$ cat config.mk
export PLATFORM = sky130hd
export DESIGN_NAME = pixel_tx_packer
export DESIGN_NICKNAME = d
export VERILOG_FILES = /design/src/rtl/pixel_tx_packer.sv
export SDC_FILE = /design/constraint.sdc
export NUM_CORES = 2
export LEC_CHECK = 0
export CAP_MARGIN = 20
export CORE_MARGIN = 5
export CORE_UTILIZATION = 50
export DETAILED_ROUTE_END_ITERATION = 8
export DONT_BUFFER_PORTS = 1
export GPL_ROUTABILITY_DRIVEN = 0
export MAX_ROUTING_LAYER = met4
export PLACE_DENSITY = 0.67
export SKIP_CTS_REPAIR_TIMING = 1
export SLEW_MARGIN = 10
export SYNTH_ARGS = -nofsm -noshare
export SYNTH_HDL_FRONTEND = slang
export SYNTH_SLANG_ARGS = --single-unit
$ cat constraint.sdc
create_clock -name clock -period 11 [get_ports clock]
set_input_delay 2.75 -clock clock [delete_from_list [all_inputs] [get_ports clock]]
set_output_delay 2.75 -clock clock [all_outputs]
set_load 0.05 [all_outputs]
$ cat src/rtl/pixel_tx_packer.sv
// rtl/pixel_tx_packer.sv - clamps 32-bit pixels to bytes, packs 8 per word, streams words over a RIFFA TX channel
module pixel_tx_packer #(
    parameter int          FIFO_DEPTH = 16,
    parameter logic [30:0] TX_OFF     = 31'd0
) (
    input  logic        clock,
    input  logic        reset,
    input  logic        start,
    input  logic [31:0] out_rows,
    input  logic [31:0] out_cols,
    input  logic [31:0] pixel_in,
    input  logic        pixel_valid,
    output logic        pixel_ready,
    output logic        tx,
    input  logic        tx_ack,
    output logic        tx_last,
    output logic [31:0] tx_len,
    output logic [30:0] tx_off,
    output logic [63:0] tx_data,
    output logic        tx_data_valid,
    input  logic        tx_data_ren,
    output logic        busy,
    output logic        done,
    output logic        overflow
);
    localparam int AW = $clog2(FIFO_DEPTH);
    localparam int CW = AW + 1;

    typedef enum logic [1:0] {S_IDLE, S_REQ, S_STREAM, S_DONE} state_t;

    state_t        state_q, state_d;
    logic [31:0]   total_pix_q, total_words_q, tx_len_q, pix_cnt_q, word_cnt_q;
    logic [2:0]    lane_q;
    logic [63:0]   word_q;
    logic          overflow_q;
    logic [63:0]   mem_q [FIFO_DEPTH];
    logic [AW-1:0] wr_ptr_q, rd_ptr_q;
    logic [CW-1:0] count_q;

    logic [31:0] prod, words;
    logic [7:0]  pix_byte;
    logic [63:0] word_next;
    logic        start_ok, accept, drop, push, pop, last_pix, last_word;

    assign prod  = out_rows * out_cols;
    assign words = 32'(({1'b0, prod} + 33'd7) >> 3);

    // Negative -> 0, anything above 255 -> 255
    assign pix_byte  = pixel_in[31] ? 8'h00 : (|pixel_in[30:8] ? 8'hFF : pixel_in[7:0]);
    assign word_next = word_q | ({56'd0, pix_byte} << {lane_q, 3'b000});

    assign busy          = (state_q != S_IDLE);
    assign pixel_ready   = busy && (count_q < CW'(FIFO_DEPTH - 1)) && (pix_cnt_q < total_pix_q);
    assign accept        = pixel_valid && pixel_ready;
    assign drop          = pixel_valid && busy && !pixel_ready;
    assign last_pix      = (pix_cnt_q + 32'd1) == total_pix_q;
    assign push          = accept && ((lane_q == 3'd7) || last_pix);
    assign tx_data_valid = (state_q == S_STREAM) && (count_q != '0);
    assign pop           = tx_data_valid && tx_data_ren;
    assign last_word     = (word_cnt_q + 32'd1) == total_words_q;
    assign start_ok      = (state_q == S_IDLE) && start;

    // Gated so the data bus reads zero while nothing is offered (incl. reset)
    assign tx_data  = tx_data_valid ? mem_q[rd_ptr_q] : 64'd0;
    assign tx_len   = tx_len_q;
    assign tx_off   = TX_OFF;
    assign tx_last  = 1'b1;
    assign overflow = overflow_q;

    always_comb begin
        state_d = state_q;
        tx      = 1'b0;
        done    = 1'b0;
        case (state_q)
            S_IDLE:   if (start) state_d = S_REQ;
            S_REQ: begin
                tx = 1'b1;
                if (tx_ack) state_d = S_STREAM;
            end
            S_STREAM: begin
                tx = 1'b1;
                if (pop && last_word) state_d = S_DONE;
            end
            S_DONE: begin
                done    = 1'b1;
                state_d = S_IDLE;
            end
            default:  state_d = S_IDLE;
        endcase
    end

    always_ff @(posedge clock or posedge reset) begin
        if (reset) begin
            state_q       <= S_IDLE;
            total_pix_q   <= '0;
            total_words_q <= '0;
            tx_len_q      <= '0;
            pix_cnt_q     <= '0;
            word_cnt_q    <= '0;
            lane_q        <= '0;
            word_q        <= '0;
            overflow_q    <= 1'b0;
            wr_ptr_q      <= '0;
            rd_ptr_q      <= '0;
            count_q       <= '0;
        end else begin
            state_q <= state_d;
            if (start_ok) begin
                total_pix_q   <= prod;
                total_words_q <= words;
                tx_len_q      <= words << 1;
                pix_cnt_q     <= '0;
                word_cnt_q    <= '0;
                lane_q        <= '0;
                word_q        <= '0;
                overflow_q    <= 1'b0;
            end else begin
                if (drop) overflow_q <= 1'b1;
                if (accept) begin
                    pix_cnt_q <= pix_cnt_q + 32'd1;
                    lane_q    <= push ? 3'd0 : lane_q + 3'd1;
                    word_q    <= push ? 64'd0 : word_next;
                end
                if (pop) word_cnt_q <= word_cnt_q + 32'd1;
            end
            if (push) wr_ptr_q <= wr_ptr_q + 1'b1;
            if (pop)  rd_ptr_q <= rd_ptr_q + 1'b1;
            case ({push, pop})
                2'b10:   count_q <= count_q + 1'b1;
                2'b01:   count_q <= count_q - 1'b1;
                default: count_q <= count_q;
            endcase
        end
    end

    always_ff @(posedge clock) begin
        if (push) mem_q[wr_ptr_q] <= word_next;
    end
endmodule

# Word level (Yosys, flattened, before mapping)
# Memories as Yosys holds them, arrays and structs flattened.
# Cells that the tools add are included.
word_totals:
  register_bits: 209
  ramBits: 1024
  inputBits: 102
  memories: 1
mem_list:
  columns: ["name", "words", "word_bits", "read_ports", "rd_ports_with_merged_regs", "wr", "line", "source"]
  rows:
  - ["mem_q", 16, 64, 1, 0, 1, "36", "logic [63:0] mem_q [FIFO_DEPTH];"]
classes:
  addsub: 8
  multipliers: 1
  magnitude_cmp: 2
  n_eq_ne: 11
  shift: 1
  mux: 24
  bitwise_logic: 1
  n_reduce_logical: 22
ops:
  columns: ["operator", "n"]
  rows:
  - ["$mux W64", 4]
  - ["$mux W32", 4]
  - ["$add A32 B1 Y32 const B", 2]
  - ["$or A64 B64 Y64", 1]
  - ["$shl A8 B6 Y64", 1]
  - ["$add A32 B3 Y33 const B", 1]
  - ["$eq A32 B30 Y1", 1]
  - ["$eq A32 B32 Y1", 1]
  - ["$lt A32 B32 Y1", 1]
  - ["$mul A32 B32 Y32", 1]
  - ["$reduce_or A23 Y1", 1]
  - ["$mux W8", 2]
  - ["$logic_and A1 B1 Y1", 10]
  - ["$pmux W5 S2", 1]
  - ["$reduce_bool A2 Y1", 5]
  - ["$mux W3", 3]
  - ["$add A4 B1 Y4 const B", 2]
  - ["$pmux W2 S4", 1]
  - ["$eq A2 B2 Y1 const B", 3]
  - ["$mux W1", 6]
  - ["$mux W2", 3]
  - ["$add A5 B1 Y5 const B", 1]
  - ["$lt A5 B4 Y1 const B", 1]
  - ["$reduce_bool A5 Y1", 1]
  - ["other kinds (11)", 13]

# Logic depth before layout (Yosys ltp)
depth:
  word_depth: 8
  mapped_depth: 30
  mapped_depth_nobuf: 28

# Worst setup path before layout
# Ideal clock, no wire load.
synth_path:
  path_kind: "input-to-reg"
  startpoint: "input port out_cols[2]"
  endpoint: "register total_words_q[28]"
  setup_ns: 0.135
  arrival_ns: 9.658
  required_time_ns: 10.865
  path_slack_ns: 1.207
  path_stages: 25
  path_buffers: 2
  path_cell_list: "clkbuf_1 > clkbuf_1 > nand2_1 > fa_1 > fa_1 > fa_1 > fa_1 > inv_1 > fa_1 > fa_1 > inv_1 > fa_1 > fa_1 > inv_1 > ha_1 > nand4_1 > or2_2 > o311a_1 > o21ai_0 > xor2_1 > and3b_1 > nand4_4 > nor4_2 > xor2_1 > o21ai_0"
synth_via:
  elab_chain_len: 2
synth_lines:
  columns: ["element", "line", "source"]
  rows:
  - ["start, declared", "10", "input logic [31:0] out_cols,"]
  - ["$mul A32 B32 Y32", "45", "assign prod = out_rows * out_cols;"]
  - ["$add A32 B3 Y33", "46", "assign words = 32'(({1'b0, prod} + 33'd7) >> 3);"]
  - ["end signal, assigned", "110", "total_words_q <= words;"]
  - ["end, declared", "32", "logic [31:0] total_pix_q, total_words_q, tx_len_q, pix_cnt_q, word_cnt_q;"]
# Every way passes these cells.
# A chain may end at the register's enable or synchronous reset.

# Worst setup path in the final report
layout_path:
  startpoint: "input port out_rows[15]"
  endpoint: "register total_words_q[28]"
layout_via:
  elab_chain_len: 2
layout_lines:
  columns: ["element", "line", "source"]
  rows:
  - ["start, declared", "9", "input logic [31:0] out_rows,"]
  - ["$mul A32 B32 Y32", "45", null]
  - ["$add A32 B3 Y33", "46", null]
# Every way passes these cells.

==> results.sh <==
export IMPL_grt_antenna_before_repair=4
export IMPL_path_delay_family="adder cells"
export IMPL_fillerInstances=10600
export IMPL_vias_per_cell=5.82
export IMPL_worst_slack_ps=1810
export IMPL_yosys_top_cells_count="edfxtp_1, inv_1, fa_1"
export IMPL_dr_max_layer_used="met4"
export IMPL_cp_arrival_ps=9760
export IMPL_cp_data_required_time_ps=11570
export IMPL_ys_types=82
export IMPL_area_growth_pct=9.17
export IMPL_ant_nets=0
export IMPL_avgSynthCellArea_um2=14.5
export IMPL_max_cap_violations=0
export IMPL_path_common_cell="fa_1"
export IMPL_timing_fmax_mhz=109
export IMPL_preCtsSetupSlack_ps=1060
export IMPL_drive_gt1_frac=0.138
export IMPL_fp_coreArea_um2=133000
export IMPL_critPathLaunch="out_rows[15]"
export IMPL_grt_pass1_vias=39200
export IMPL_critical_path_class="primary input to flip-flop"
export IMPL_wl_met1_mm=64.6
export IMPL_place_port_buffers=0
export IMPL_fp_row_count=134
export IMPL_dr_wl_met3_mm=10.7
export IMPL_synth_flop_cell="edfxtp_1"
export IMPL_drc_errors=0
export IMPL_antenna_cells=0
export IMPL_dr_pass1_iters=5
export IMPL_cp_cell_sequence="and2_1, fa_1, inv_1, fa_1, fa_1, fa_1, inv_1, fa_1, fa_1, inv_1, fa_1, fa_1, inv_1, ha_1, nand4_1, or2_2, o311a_1, o21ai_0, xor2_1, and3b_1, nand4_4, nor4_2, xor2_1, o21ai_0"
export IMPL_drtIter0Drc=3389
export IMPL_hp_class="flip-flop to flip-flop"
export IMPL_slowest_delay_ps=560
export IMPL_cts_made_buffers=119
export IMPL_synth_most_common_cell="edfxtp_1"
export IMPL_grt_pass1_wl_mm=245
export IMPL_finClkSkew_ps=53.8
export IMPL_worstSkewPairLatency_ps=740
export IMPL_yosys_top_cells_area="edfxtp_1, fa_1, mux4_2"
export IMPL_grt_max_degree=117
export IMPL_numClockSinks=1233
export IMPL_slew_headroom=0.273
export IMPL_hold_violations=0
export IMPL_cp_end_kind="flip-flop"
export IMPL_met2_length_mm=81.8
export IMPL_yosysWarnings=0
export IMPL_synth_area_um2=67000
export IMPL_critPathBufInv=4
export IMPL_fin_cells=6456
export IMPL_wl_per_cell_um=24.9
export IMPL_slew_violations=0
export IMPL_synth_edff_count=1024
export IMPL_synth_top_area_cell="edfxtp_1"
export IMPL_cts_max_level=3
export IMPL_gr_usage_all_layers=0.236
export IMPL_grt_overflow=0
export IMPL_initial_core_util=0.503
export IMPL_synthCells=4633
export IMPL_die_area_um2=142000
export IMPL_ioPinCount=236
export IMPL_setup_viol=0
export IMPL_yosysTopAreaCellShare=0.459
export IMPL_die_w_um=376
export IMPL_routed_wl_mm=161
export IMPL_vias=37600
export IMPL_reg2reg_from="pix_cnt_q[1]"
export IMPL_ys_seq_area_frac=0.537
export IMPL_r2r_setup_slack_ps=4350
export IMPL_clockBufferDepth=3
export IMPL_cp_start_kind="primary input"
export IMPL_tightest_slew_ps=1090
export IMPL_period_minus_slack_ps=9190
export IMPL_slowest_stage="fa_1"
export IMPL_hpwl_mm=98.7
export IMPL_dp_cells=6211
export IMPL_cts_clk_slew_worst_paths_ps=60
export IMPL_root_buffer="clkbuf_16"
export IMPL_worstPathMaxFanout=17
export IMPL_status="finished clean"
export IMPL_nets=5268
export IMPL_min_from="total_pix_q[0]"
export IMPL_fin_setup_tns_ps=0
export IMPL_rsz0062_at_grt="false"
export IMPL_ys_ff_latch=1233
export IMPL_fin_crit_sh=0.836
export IMPL_dieHeight_um=376
export IMPL_async_flop_share=0.170
export IMPL_tritoncts="done"
-- layout by cell type, fill, tap and decap left out, types with 34 or more instances in the layout --
cell          n
a21oi_1      60
a22o_1       50
and2_1      363
buf_4        70
clkbuf_16   121
conb_1       34
dfrtp_1     205
edfxtp_1   1024
fa_1        409
ha_1        173
inv_1       426
mux4_2      320
nand2_1     398
nand3_1      42
nor2_1      125
o21ai_0     149
o21bai_1     74
xnor2_1     161
xor2_1       79
-- stage by stage --
stage | cell area [µm²] | hold WS (ps) | utilization
4_1_cts | 73000 | 500 | 0.548
5_1_grt | 73200 | 509 | 0.549
3_3_place_gp | 68800 | 469 | 0.516
2_1_floorplan | 67200 | 450 | -
3_5_place_dp | 68800 | 483 | 0.516
6_report | 73200 | 499 | 0.549
-- cell type report --
class                      count  area [µm²]  share of cell area
timing repair buffer          72         566             0.00773
clock inverter                72         990              0.0135
clock buffer                 153        3280              0.0448
inverter                     428        1610              0.0221
multi-input combinational   2730       28500               0.390
tap                         1768        2210              0.0302
sequential                  1233       36000               0.492
-- registers in the layout, summed over array words and instances, names as in the netlist --
signal	flops
count_q	5
lane_q	3
mem_q	1024
overflow	1
pix_cnt_q	32
rd_ptr_q	4
state_q	2
total_pix_q	32
total_words_q	30
word_cnt_q	32
word_q	64
wr_ptr_q	4
-- worst paths after layout --
kind,to,depth (start not counted)
worst max-delay path,total_words_q[28],24
worst min-delay path,total_pix_q[0],2
min in group asynchronous,total_words_q[7],1
worst max register to register,mem_q[10][16],14
worst min register to register,total_pix_q[0],2
max in group asynchronous,rd_ptr_q[2],2
-- worst reg2reg max path, cell delays in order (launching register included) --
cell,delay [ps]
dfrtp_1,410
ha_1,290
and4_1,390
nand2_1,260
nor3_1,400
and3_1,390
xnor2_1,170
nor4_1,340
o2111ai_1,200
o41ai_1,810
and2_1,440
nand2_1,310
nor2_4,680
buf_4,630
buf_4,540
-- logic make-up after synthesis --
logic type                 after synthesis  synth area share
AOI/OAI and AO/OA                      439            0.0428
xor gates and xnor gates               240            0.0314
adders and majority gates              582             0.154
buffers and inverters                  702            0.0418
DFF                                   1233             0.537
muxes                                  329             0.109
other                                    2          0.000112
and+or+nand+nor                       1106            0.0840
-- metal layers --
layer,up-vias,track usage
li1,16300,-
met1,19800,0.315
met2,1310,0.390
met3,219,0.0317
met4,0,0.0562
met5,-,-
Power is left out: the tool's default activity adds up to more than one toggle a clock period on the data nets, which glitch-free logic cannot reach.
